$ cat src/rtl/line_stepper.sv
// Bresenham stepping stage: orders swapped endpoints left-to-right, steps x one
// pixel per transfer and un-swaps (x,y) for the fragment writer.
module line_stepper #(
    parameter int WIDTH = 13
) (
    input  logic                    clk,
    input  logic                    rst_n,
    input  logic                    in_valid,
    output logic                    in_ready,
    input  logic                    steep,
    input  logic signed [WIDTH-1:0] x0,
    input  logic signed [WIDTH-1:0] y0,
    input  logic signed [WIDTH-1:0] x1,
    input  logic signed [WIDTH-1:0] y1,
    output logic                    pix_valid,
    input  logic                    pix_ready,
    output logic signed [WIDTH-1:0] pix_x,
    output logic signed [WIDTH-1:0] pix_y,
    output logic                    pix_last,
    output logic                    busy
);

    typedef enum logic [1:0] {IDLE, SETUP, DRAW} state_t;

    localparam logic signed [WIDTH-1:0] ONE = 1;

    state_t                  r_state, w_next;
    logic                    r_steep, r_yneg;
    logic signed [WIDTH-1:0] r_xs, r_ys, r_xe, r_ye, r_cx, r_cy;
    logic        [WIDTH:0]   r_dx, r_dy;
    logic signed [WIDTH+1:0] r_err;

    logic                    w_accept, w_xfer, w_last;
    logic signed [WIDTH:0]   w_dxs, w_dys, w_dy;
    logic signed [WIDTH+1:0] w_t;

    assign in_ready  = (r_state == IDLE);
    assign busy      = !in_ready;
    assign pix_valid = (r_state == DRAW);
    assign w_last    = (r_cx == r_xe);
    assign pix_last  = pix_valid && w_last;
    assign pix_x     = r_steep ? r_cy : r_cx;
    assign pix_y     = r_steep ? r_cx : r_cy;

    assign w_accept = in_valid && in_ready;
    assign w_xfer   = pix_valid && pix_ready;

    // One extra bit so full-range spans (up to 2^WIDTH-1) never wrap.
    assign w_dxs = {r_xe[WIDTH-1], r_xe} - {r_xs[WIDTH-1], r_xs};
    assign w_dys = {r_ye[WIDTH-1], r_ye} - {r_ys[WIDTH-1], r_ys};
    assign w_dy  = w_dys[WIDTH] ? -w_dys : w_dys;
    assign w_t   = r_err - $signed({1'b0, r_dy});

    always_ff @(posedge clk or negedge rst_n) begin
        if (!rst_n) r_state <= IDLE;
        else        r_state <= w_next;
    end

    always_comb begin
        w_next = r_state;
        case (r_state)
            IDLE:    if (w_accept) w_next = SETUP;
            SETUP:   w_next = DRAW;
            DRAW:    if (w_xfer && w_last) w_next = IDLE;
            default: w_next = IDLE;
        endcase
    end

    always_ff @(posedge clk or negedge rst_n) begin
        if (!rst_n) begin
            r_steep <= 1'b0;
            r_yneg  <= 1'b0;
            r_xs    <= '0;
            r_ys    <= '0;
            r_xe    <= '0;
            r_ye    <= '0;
            r_cx    <= '0;
            r_cy    <= '0;
            r_dx    <= '0;
            r_dy    <= '0;
            r_err   <= '0;
        end else begin
            case (r_state)
                IDLE: if (w_accept) begin
                    r_steep <= steep;
                    if (x0 > x1) begin
                        r_xs <= x1; r_ys <= y1; r_xe <= x0; r_ye <= y0;
                    end else begin
                        r_xs <= x0; r_ys <= y0; r_xe <= x1; r_ye <= y1;
                    end
                end
                SETUP: begin
                    r_dx   <= w_dxs;
                    r_dy   <= w_dy;
                    r_yneg <= !(r_ys < r_ye);
                    r_err  <= $signed({2'b00, w_dxs[WIDTH:1]});
                    r_cx   <= r_xs;
                    r_cy   <= r_ys;
                end
                DRAW: if (w_xfer && !w_last) begin
                    r_cx <= r_cx + ONE;
                    if (w_t < 0) begin
                        r_cy  <= r_yneg ? r_cy - ONE : r_cy + ONE;
                        r_err <= w_t + $signed({1'b0, r_dx});
                    end else begin
                        r_err <= w_t;
                    end
                end
                default: ;
            endcase
        end
    end

endmodule

$ cat config.mk
export PLATFORM = sky130hd
export DESIGN_NAME = line_stepper
export DESIGN_NICKNAME = d
export VERILOG_FILES = /design/src/rtl/line_stepper.sv
export SDC_FILE = /design/constraint.sdc
export NUM_CORES = 1
export LEC_CHECK = 0
export CAP_MARGIN = 20
export CORE_UTILIZATION = 60
export DETAILED_ROUTE_END_ITERATION = 8
export PLACE_DENSITY = 0.8
export SLEW_MARGIN = 20
export SYNTH_ARGS = -nofsm -noshare
export SYNTH_HDL_FRONTEND = slang
export SYNTH_SLANG_ARGS = --single-unit
export TNS_END_PERCENT = 10
$ cat constraint.sdc
create_clock -name clk -period 6.9 [get_ports clk]
set_input_delay 1.035 -clock clk [delete_from_list [all_inputs] [get_ports clk]]
set_output_delay 1.035 -clock clk [all_outputs]
set_load 0.05 [all_outputs]
==> parameters.txt <==
Parameter                              Value

Global routing
  Most used routing layer in global routing ... met2
  Met2 global-route usage ... 49.9%
  Global routing met3 resource utilization ... 5.20%
  Wire length of the first global-routing pass ... 39800 microns
  Met1 Use GR ... 42.1%
  Maximum number of pins on one net before global-route repair ... 91
  Overflow left after global routing ... 0
  Global Route Usage Sum ... 30.9%
  Initial antenna violation count ... 0
  Number of global-route vias before repair ... 7935

Clocking
  Number of gates resized after CTS ... 0
  Clock network latency to the later pin of the worst-skew pair ... 440 ps
  Clock transition at the registers of the reported paths ... 60 ps
  Clock sink total ... 125
  Post-CTS setup buffer count ... 0
  Clock tree from TritonCTS ... built
  H-tree Lvls ... 4
  Max Root-Sink Buffers ... 2
  CTS Buf Count ... 17
  # hold bufs at CTS ... 0
  Buffer type at the clock tree root ... sky130_fd_sc_hd__clkbuf_16

Critical path
  Required arrival time at the worst endpoint ... 7170 ps
  Critical path endpoint category ... flop
  Critical Setup Path Class ... input port to flop
  Cell breakdown of the critical path ... clkdlybuf4s50_1 > inv_1 > ha_1 > nor2b_1 > o21a_1 > o21a_1 > o21a_1 > o21ai_0 > a21o_1 > and3_2 > buf_4 > mux2i_1 > o21ai_0
  Critical Path Max Stage Delay ... 600 ps
  Slowest stage cell, crit path ... sky130_fd_sc_hd__and3_2
  Gate family responsible for the most delay along the worst path ... buffers and inverters
  Crit path buf inv count ... 3
  Max FO, Critical Path ... 30
  Critical Path Source Type ... input port
  Most prevalent standard cell on the critical path ... sky130_fd_sc_hd__o21a_1
  Arrival @ worst endpoint ... 4420 ps

Die
  Initial core utilization ... 61.5%
  Core area ... 15900 sq um
  I/O pin cnt ... 87
  Die Wd ... 130 microns
  Floorplan die area ... 16800 sq um
  Rows ... 46
  Die Y ... 130 microns

STA
  Period Utilization, post-route ... 60.2%
  Hold slack ... 483 ps
  Fin worst setup slack ... 2740 ps
  Final worst path period need ... 4160 ps
  Number of pins with negative max-slew slack in the final report ... 0
  Count of endpoints failing hold in the final timing report ... 0
  Tightest slew margin relative to the limit ... 29.6%
  # setup viols final ... 0
  Total negative slack for setup checks ... 0 ps
  Unrepaired setup endpoints after global routing ... false
  Slew of the pin with the lowest slew margin ... 1030 ps
  Largest clock skew in the final design ... 10.2 ps
  Highest achievable clock rate ... 241 MHz

Drt
  Total Wirelength ... 24500 microns
  Number of nets with antenna violations after routing ... 0
  Vias/cell ... 5.96
  Detailed-route DRC error count ... 0
  Count of vias placed by the detailed router ... 8421
  Iteration-0 DRC count of the detailed router ... 639
  Avg WL per Cell ... 17.3 microns
  Router iterations before antenna repair ... 5

Placed design
  Final RePlAce weighted congestion ... 0.887
  Cell count after placement ... 1382
  Minimum setup slack after placement ... 2320 ps
  Placed wire-length estimate ... 18000 microns
  # port buffers ... 86
  Placed inst area ... 10800 sq um

Synthesis
  Mapped cell area ... 9770 sq um
  Number of enable flip-flop cells after synthesis ... 0
  Distinct cells, synth ... 68
  Number of synthesized register bits ... 125
  Synth Instances ... 1116
  Most common flop cell mapped by yosys ... sky130_fd_sc_hd__dfrtp_1
  Part of the Yosys area used for sequential elements ... 32.0%
  Total nets after synthesis ... 1264
  Proportion of synthesized flip-flops having asynchronous set or reset ... 100%
  Synthesis warning total ... 0
  Avg Synthesized Cell Area ... 8.75 sq um

Final layout
  Number of nets in the final layout ... 1333
  Commonest cells after routing, fill and taps aside ... 125 x sky130_fd_sc_hd__dfrtp_1, 109 x sky130_fd_sc_hd__o21ai_0, 106 x sky130_fd_sc_hd__nand2_1
  Fraction of final layout cells sized beyond drive strength 1 ... 8.10%
  Number of standard cells in the final layout excluding fillers ... 1414
  Summed area of non-filler cells in the final layout ... 11400 sq um
  Area added between synthesis and finish ... 16.8%
  Most common cell after layout, fill and taps aside ... sky130_fd_sc_hd__dfrtp_1
  Diode count ... 0

Pwr
  Reported leakage power ... 5.34 nW
  Total net switching power ... 1.33 mW
  Sequential cell fraction of total power ... 27.0%
  Net Sw Frac ... 39.1%
  Pwr Density ... 298 nW/um^2
  Worst supply voltage drop on vdd ... 0.000207 V
  Cell internal pwr ... 2.07 mW
  Comb pwr share ... 44.9%
  Clock network fraction of design power ... 28.1%

Job
  Max Cap Violations ... 0

Hold path
  Type of the worst min-delay path ... flop to flop

Outcome
  Run status ... finished, final reports clean
-- cell usage after synthesis (all sizes together) (6+ instances only) --
cell	n	area (sq um)
xor2	22	193
o31a	6	53.8
nand3	20	100
nor3	23	115
o22ai	12	75.1
nand4	6	37.5
a211oi	8	60.1
nor2b	13	88.8
mux2i	81	811
ha	86	1080
dfrtp	125	3130
nor2	79	297
nand2	107	402
nand2b	6	37.5
buf	10	47.6
a21oi	90	454
clkbuf	33	124
o21a	16	120
and3	6	37.5
xnor2	46	410
a31oi	6	37.5
a21o	19	143
mux2	40	450
o21ai	110	554
inv	78	293
-- worst paths after layout --
kind	startpoint	end	slack [ps]	depth (start not counted)
worst min-delay path	r_err[8]	r_err[8]	480	1
worst min register to register	r_err[8]	r_err[8]	480	1
max in group asynchronous	rst_n	r_dx[11]	4870	2
worst max register to register	r_dy[0]	r_err[13]	3150	18
worst max-delay path	x1[1]	r_ye[4]	2740	13
min in group asynchronous	rst_n	r_ye[8]	620	1
-- state kept, by name, summed over array words and instances, names as in the netlist --
register / flops
r_cx: 13
r_cy: 13
r_dx: 14
r_dy: 14
r_err: 15
r_state: 2
r_steep: 1
r_xe: 13
r_xs: 13
r_ye: 13
r_yneg: 1
r_ys: 13
-- through the flow --
| step | utilization, % | total power, mW |
|---|---|---|
| floorplan | - | 2.07 |
| global placement | 67.9 | 2.39 |
| detailed placement | 67.9 | 2.42 |
| CTS | 71.8 | 3.38 |
| global route | 71.8 | 3.59 |
| finish | 71.8 | 3.39 |
-- power by group through the flow --
stage | clock, mW | combinational, mW | sequential (mW)
3_5_place_dp | 0 | 1.50 | 0.926
4_1_cts | 0.956 | 1.51 | 0.913
5_1_grt | 0.990 | 1.67 | 0.928
3_3_place_gp | 0 | 1.47 | 0.924
2_1_floorplan | 0 | 1.19 | 0.882
6_report | 0.954 | 1.52 | 0.917
-- layout make-up --
cell class                 count  area [sq um]
sequential                   125          3130
clock inverter                14           181
timing repair buffer          93           911
tap                          216           270
clock buffer                  18           439
multi-input combinational    869          6180
fill                        1242          4480
inverter                      79           297
-- layer usage --
layer / wire length (microns) / share of wire [%] / up-vias
met5: 0 / 0 / -
met4: 479 / 2.0 / 0
met3: 1330 / 5.5 / 30
met2: 11300 / 46 / 248
met1: 11300 / 46 / 4030
li1: - / - / 4113
-- cells by family (layout without fill, tap and decap cells) --
kind of cell,Yosys count,after routing,share of synthesized area (%)
flip-flops,125,125,32.0
AND/OR/NAND/NOR,284,284,13.4
AO/OA/AOI/OAI,305,305,18.7
XOR/XNOR,68,68,6.17
buffers and inverters,122,204,4.79
adder cells (fa/ha/maj),91,91,12.0
multiplexers,121,121,12.9
Note: power is estimated with default switching activity, not from simulation.
==> edit 1: new RTL, config.mk and constraints unchanged <==
The 3 states of `state_t` get a one-hot encoding in 3 bits.
--- a/src/rtl/line_stepper.sv
+++ b/src/rtl/line_stepper.sv
@@ -21,5 +21,5 @@
 );
 
-    typedef enum logic [1:0] {IDLE, SETUP, DRAW} state_t;
+    typedef enum logic [2:0] {IDLE = 3'b001, SETUP = 3'b010, DRAW = 3'b100} state_t;
 
     localparam logic signed [WIDTH-1:0] ONE = 1;
Behaviour: same outputs for any inputs over 4 cycles, from zero or initial values and one cycle with rst_n low; so few cycles prove little.
==> edit 1 against the original RTL <==
- design area up 3.1%
- routed wire length up 21%
- synthesized area up 4.9%
- setup slack worse by 0.096 ns
- sequential cell count up 1
- fmax down 2.3%
- worst hold slack worse by 0.010 ns
Power is not shown: default switching activity piles up to over one toggle a cycle in this logic, so the estimate is an artifact.
==> edit 1: results (changes against the original RTL) <==
- Status: finished, final reports clean
- Synth warnings: 0 (unchanged)
- Total track usage: 0.3441 (+0.03486)
- Worst EP arrival: 4.58 ns (+0.16 ns)
- Post-DP Area: 0.01118 sq mm (+3.6%)
- Met1 usage: 0.4503 (+0.02930)
- Worst-Margin Slew: 1.026 ns (+0.00001362 ns)
- Pre-CTS setup slack: 2.490 ns (+0.1712 ns)
- Crit path max fanout: 4 (-87%)
- Slowest library cell on the worst path: o41ai_1
- Placed Cells: 1490 (+7.8%)
- Top cells by instance count after synthesis: 125 x dfrtp_1, 118 x nor2_1, 93 x nand2_1
- Hold/Removal Path Class: reg2reg
- Area contributors post-synth: dfrtp_1 31%, ha_1 10%, nor2_1 4.3%
- Worst path max stage delay: 0.55 ns (-0.05 ns)
- Length of routed wiring on met1: 12.46 mm (+10%)
- Kind of cell adding the most delay to the critical path: compound AO/OA/AOI/OAI gates
- Number of global-route vias before repair: 9355 (+18%)
- Pre-Repair DR Iteration Count: 7 (+2)
- Total number of vias: 9911 (+18%)
- Pin count of the biggest net entering global routing: 107 (+18%)
- Met3 wire len: 2.132 mm (+60%)
- Synth Net Count: 1398 (+11%)
- Synth Area in Adders: 0.1099 (-0.01049)
- XOR/XNOR share of the synthesized area: 0.05728 (-0.004461)
- Synth cell types: 64 (-5.9%)
- Global-route wire length before repair: 47.62 mm (+20%)
- Synth Area in Compound Gates: 0.2631 (+0.07631)
- Skew final: 0.009872 ns (-0.0003683 ns)
- Met2 WL: 13.91 mm (+23%)
- Met2 Use GR: 0.5608 (+0.06223)
- Share of layout cells above drive strength 1: 0.06605 (-0.01492)
- DR vias/cell: 6.512 (+9.3%)
- Met3 GRT Util: 0.05249 (+0.0004673)
- Sequential area share after synthesis: 0.3079 (-0.01234)
edit 1: cell types whose count changed after synthesis, moves of 16 or more:
cell and delta:
o21ai_0 -34, o21ai_1 +23, clkbuf_1 +40, o31ai_1 +53, nor2_1 +39, a31oi_1 +50, mux2i_1 -76, mux2_2 -16
nand4_1 +55
edit 1: worst paths after layout:
path | from | to | slack [ns] | cells after the start
hold / removal | r_dy[5] | r_dy[5] | 0.47 | 2
setup reg to reg | r_dy[1] | r_err[14] | 2.65 | 15
hold reg to reg | r_dy[5] | r_dy[5] | 0.47 | 2
setup / recovery | r_dy[1] | r_err[14] | 2.65 | 15
max in group asynchronous | rst_n | r_err[4] | 4.87 | 2
min in group asynchronous | rst_n | r_cy[1] | 0.65 | 1
edit 1: cell type report:
cell class	instances	area, sq um
timing repair buffer	99	955.9
sequential	126	3154
clock inverter	14	157.7
multi-input combinational	965	6492
clock buffer	18	429.2
inverter	80	300.3
fill	1319	4877
tap	220	275.3
==> edit 2: new RTL, same settings <==
Without the edit above. Change the parameter `WIDTH` from 13 to 26.
--- a/src/rtl/line_stepper.sv
+++ b/src/rtl/line_stepper.sv
@@ -2,5 +2,5 @@
 // pixel per transfer and un-swaps (x,y) for the fragment writer.
 module line_stepper #(
-    parameter int WIDTH = 13
+    parameter int WIDTH = 26
 ) (
     input  logic                    clk,
Ports: changed (6 resized); port bits go from 87 to 165. The function was not compared with the original's and may differ.
==> edit 2 against the original RTL <==
- setup slack lost 1.8 ns
- design area is 100% higher
- synthesized area increased by 110%
- routed wire length is 140% higher
- synthesized cell count grew 110%
- highest routed layer unchanged
- die area increased by 100%
- global-route usage increased by 4.5 points
- sequential cell count is 117 higher
Power is not shown: default switching activity piles up to over one toggle a cycle in this logic, so the estimate is an artifact.
==> edit 2: results (changes against the original RTL) <==
- Post-CTS resize count: 0 (unchanged)
- Synth cell types: 74 (+8.8%)
- CTS root buf: clkbuf_16
- Crit path max fanout: 5 (-83%)
- Slowest library cell on the worst path: a221oi_1
- Ys async rst share: 1.000 (unchanged)
- Skew final: 0.02148 ns (+0.01124 ns)
- Worst-Margin Slew: 1.116 ns (+0.08962 ns)
- Post-DP Area: 0.02205 sq mm (+100%)
- DR iter-0 viols: 1481 (+130%)
- Inserted Clock Buffers: 28 (+11)
- Ant. Diodes: 0 (unchanged)
- Worst EP arrival: 6.42 ns (+2.00 ns)
- Placer congestion estimate: 0.9756 (+10%)
- Total track usage: 0.3541 (+0.04491)
- Top cells by instance count after synthesis: 254 x nand2_1, 242 x dfrtp_1, 207 x o21ai_0
- Number of global-route vias before repair: 17.70k (+120%)
- Routed wire length: 59.91 mm (+140%)
- Clock transition at the registers of the reported paths: 0.06 ns (about the same)
- Pre-Repair DR Iteration Count: 5 (unchanged)
- Area contributors post-synth: dfrtp_1 30%, ha_1 10%, mux2i_1 6.7%
- Synth Flop Type: dfrtp_1
- Post-Layout Cell Count: 2943 (+110%)
- Kind of cell adding the most delay to the critical path: compound AO/OA/AOI/OAI gates
- Filler cell count: 2591 (+110%)
- IO Port Bufs: 164 (+91%)
- Hold/Removal Path Class: reg2reg
- Post-layout nets: 2758 (+110%)
- Post-DP HPWL: 45.32 mm (+150%)
- Share of layout cells above drive strength 1: 0.06877 (-0.01220)
- Depth of the CTS H-tree: 1 (-3)
- Worst path max stage delay: 0.69 ns (+0.09 ns)
- Largest regs: r_err x28, r_dx x27, r_dy x27
- Synth Net Count: 2653 (+110%)
- Post-CTS repair timing setup buffer count: 0 (unchanged)
- Pin count of the biggest net entering global routing: 108 (+19%)
- Total number of vias: 18.52k (+120%)
- Clk Latency, worst-skew pair: 0.56 ns (+0.12 ns)
- CTS max path bufs: 3 (+1)
- Synth warnings: 0 (unchanged)
- Status: finished, final reports clean
- Sequential area share after synthesis: 0.3016 (-0.01867)
- Post-Syn Area per Cell: 8.459 sq um (-3.4%)
- Global-route wire length before repair: 95.08 mm (+140%)
- Initial antenna violation count: 1 (+1)
-- edit 2: final timing paths --
kind | from | slack [ns] | depth (start not counted) | to
setup / recovery | r_err[0] | 0.94 | 21 | r_err[25]
hold / removal | r_ye[8] | 0.49 | 2 | r_ye[8]
setup reg to reg | r_err[0] | 0.94 | 21 | r_err[25]
hold reg to reg | r_ye[8] | 0.49 | 2 | r_ye[8]
max in group asynchronous | rst_n | 4.81 | 2 | r_steep
min in group asynchronous | rst_n | 0.51 | 1 | r_dy[14]
-- edit 2: routing by layer --
metal	vias up	global-route usage	part of all wire
li1	8775	-	-
met3	123	0.04660	0.077
met2	798	0.5677	0.45
met1	8825	0.4934	0.44
met4	0	0.1157	0.035
met5	-	0.004444	0
-- edit 2: layout make-up --
cell class,count,share of cell area
multi-input cells,1871,0.5679
well taps,442,0.02405
flip-flops and latches,242,0.2635
inverters,153,0.02497
clock inverters,15,0.007072
clock buffers,37,0.03416
repair buffers,183,0.07834
-- edit 2: kinds of logic (layout without fill, tap and decap cells) --
logic type,Yosys count,after routing,share of synthesized area
compound gates,691,691,0.2147
xor+xnor,160,160,0.06978
fa+ha+maj,170,170,0.1078
buf+inv,261,388,0.04947
flops,242,242,0.3016
mux,214,214,0.1116
simple gates,636,636,0.1451
-- edit 2: stage by stage --
| stage | util | setup slack, ns |
|---|---|---|
| 2_1_floorplan | - | 1.979 |
| 3_3_place_gp | 0.6742 | 1.296 |
| 3_5_place_dp | 0.6742 | 1.115 |
| 4_1_cts | 0.7032 | 1.069 |
| 5_1_grt | 0.7033 | 0.4389 |
| 6_report | 0.7033 | 0.9447 |
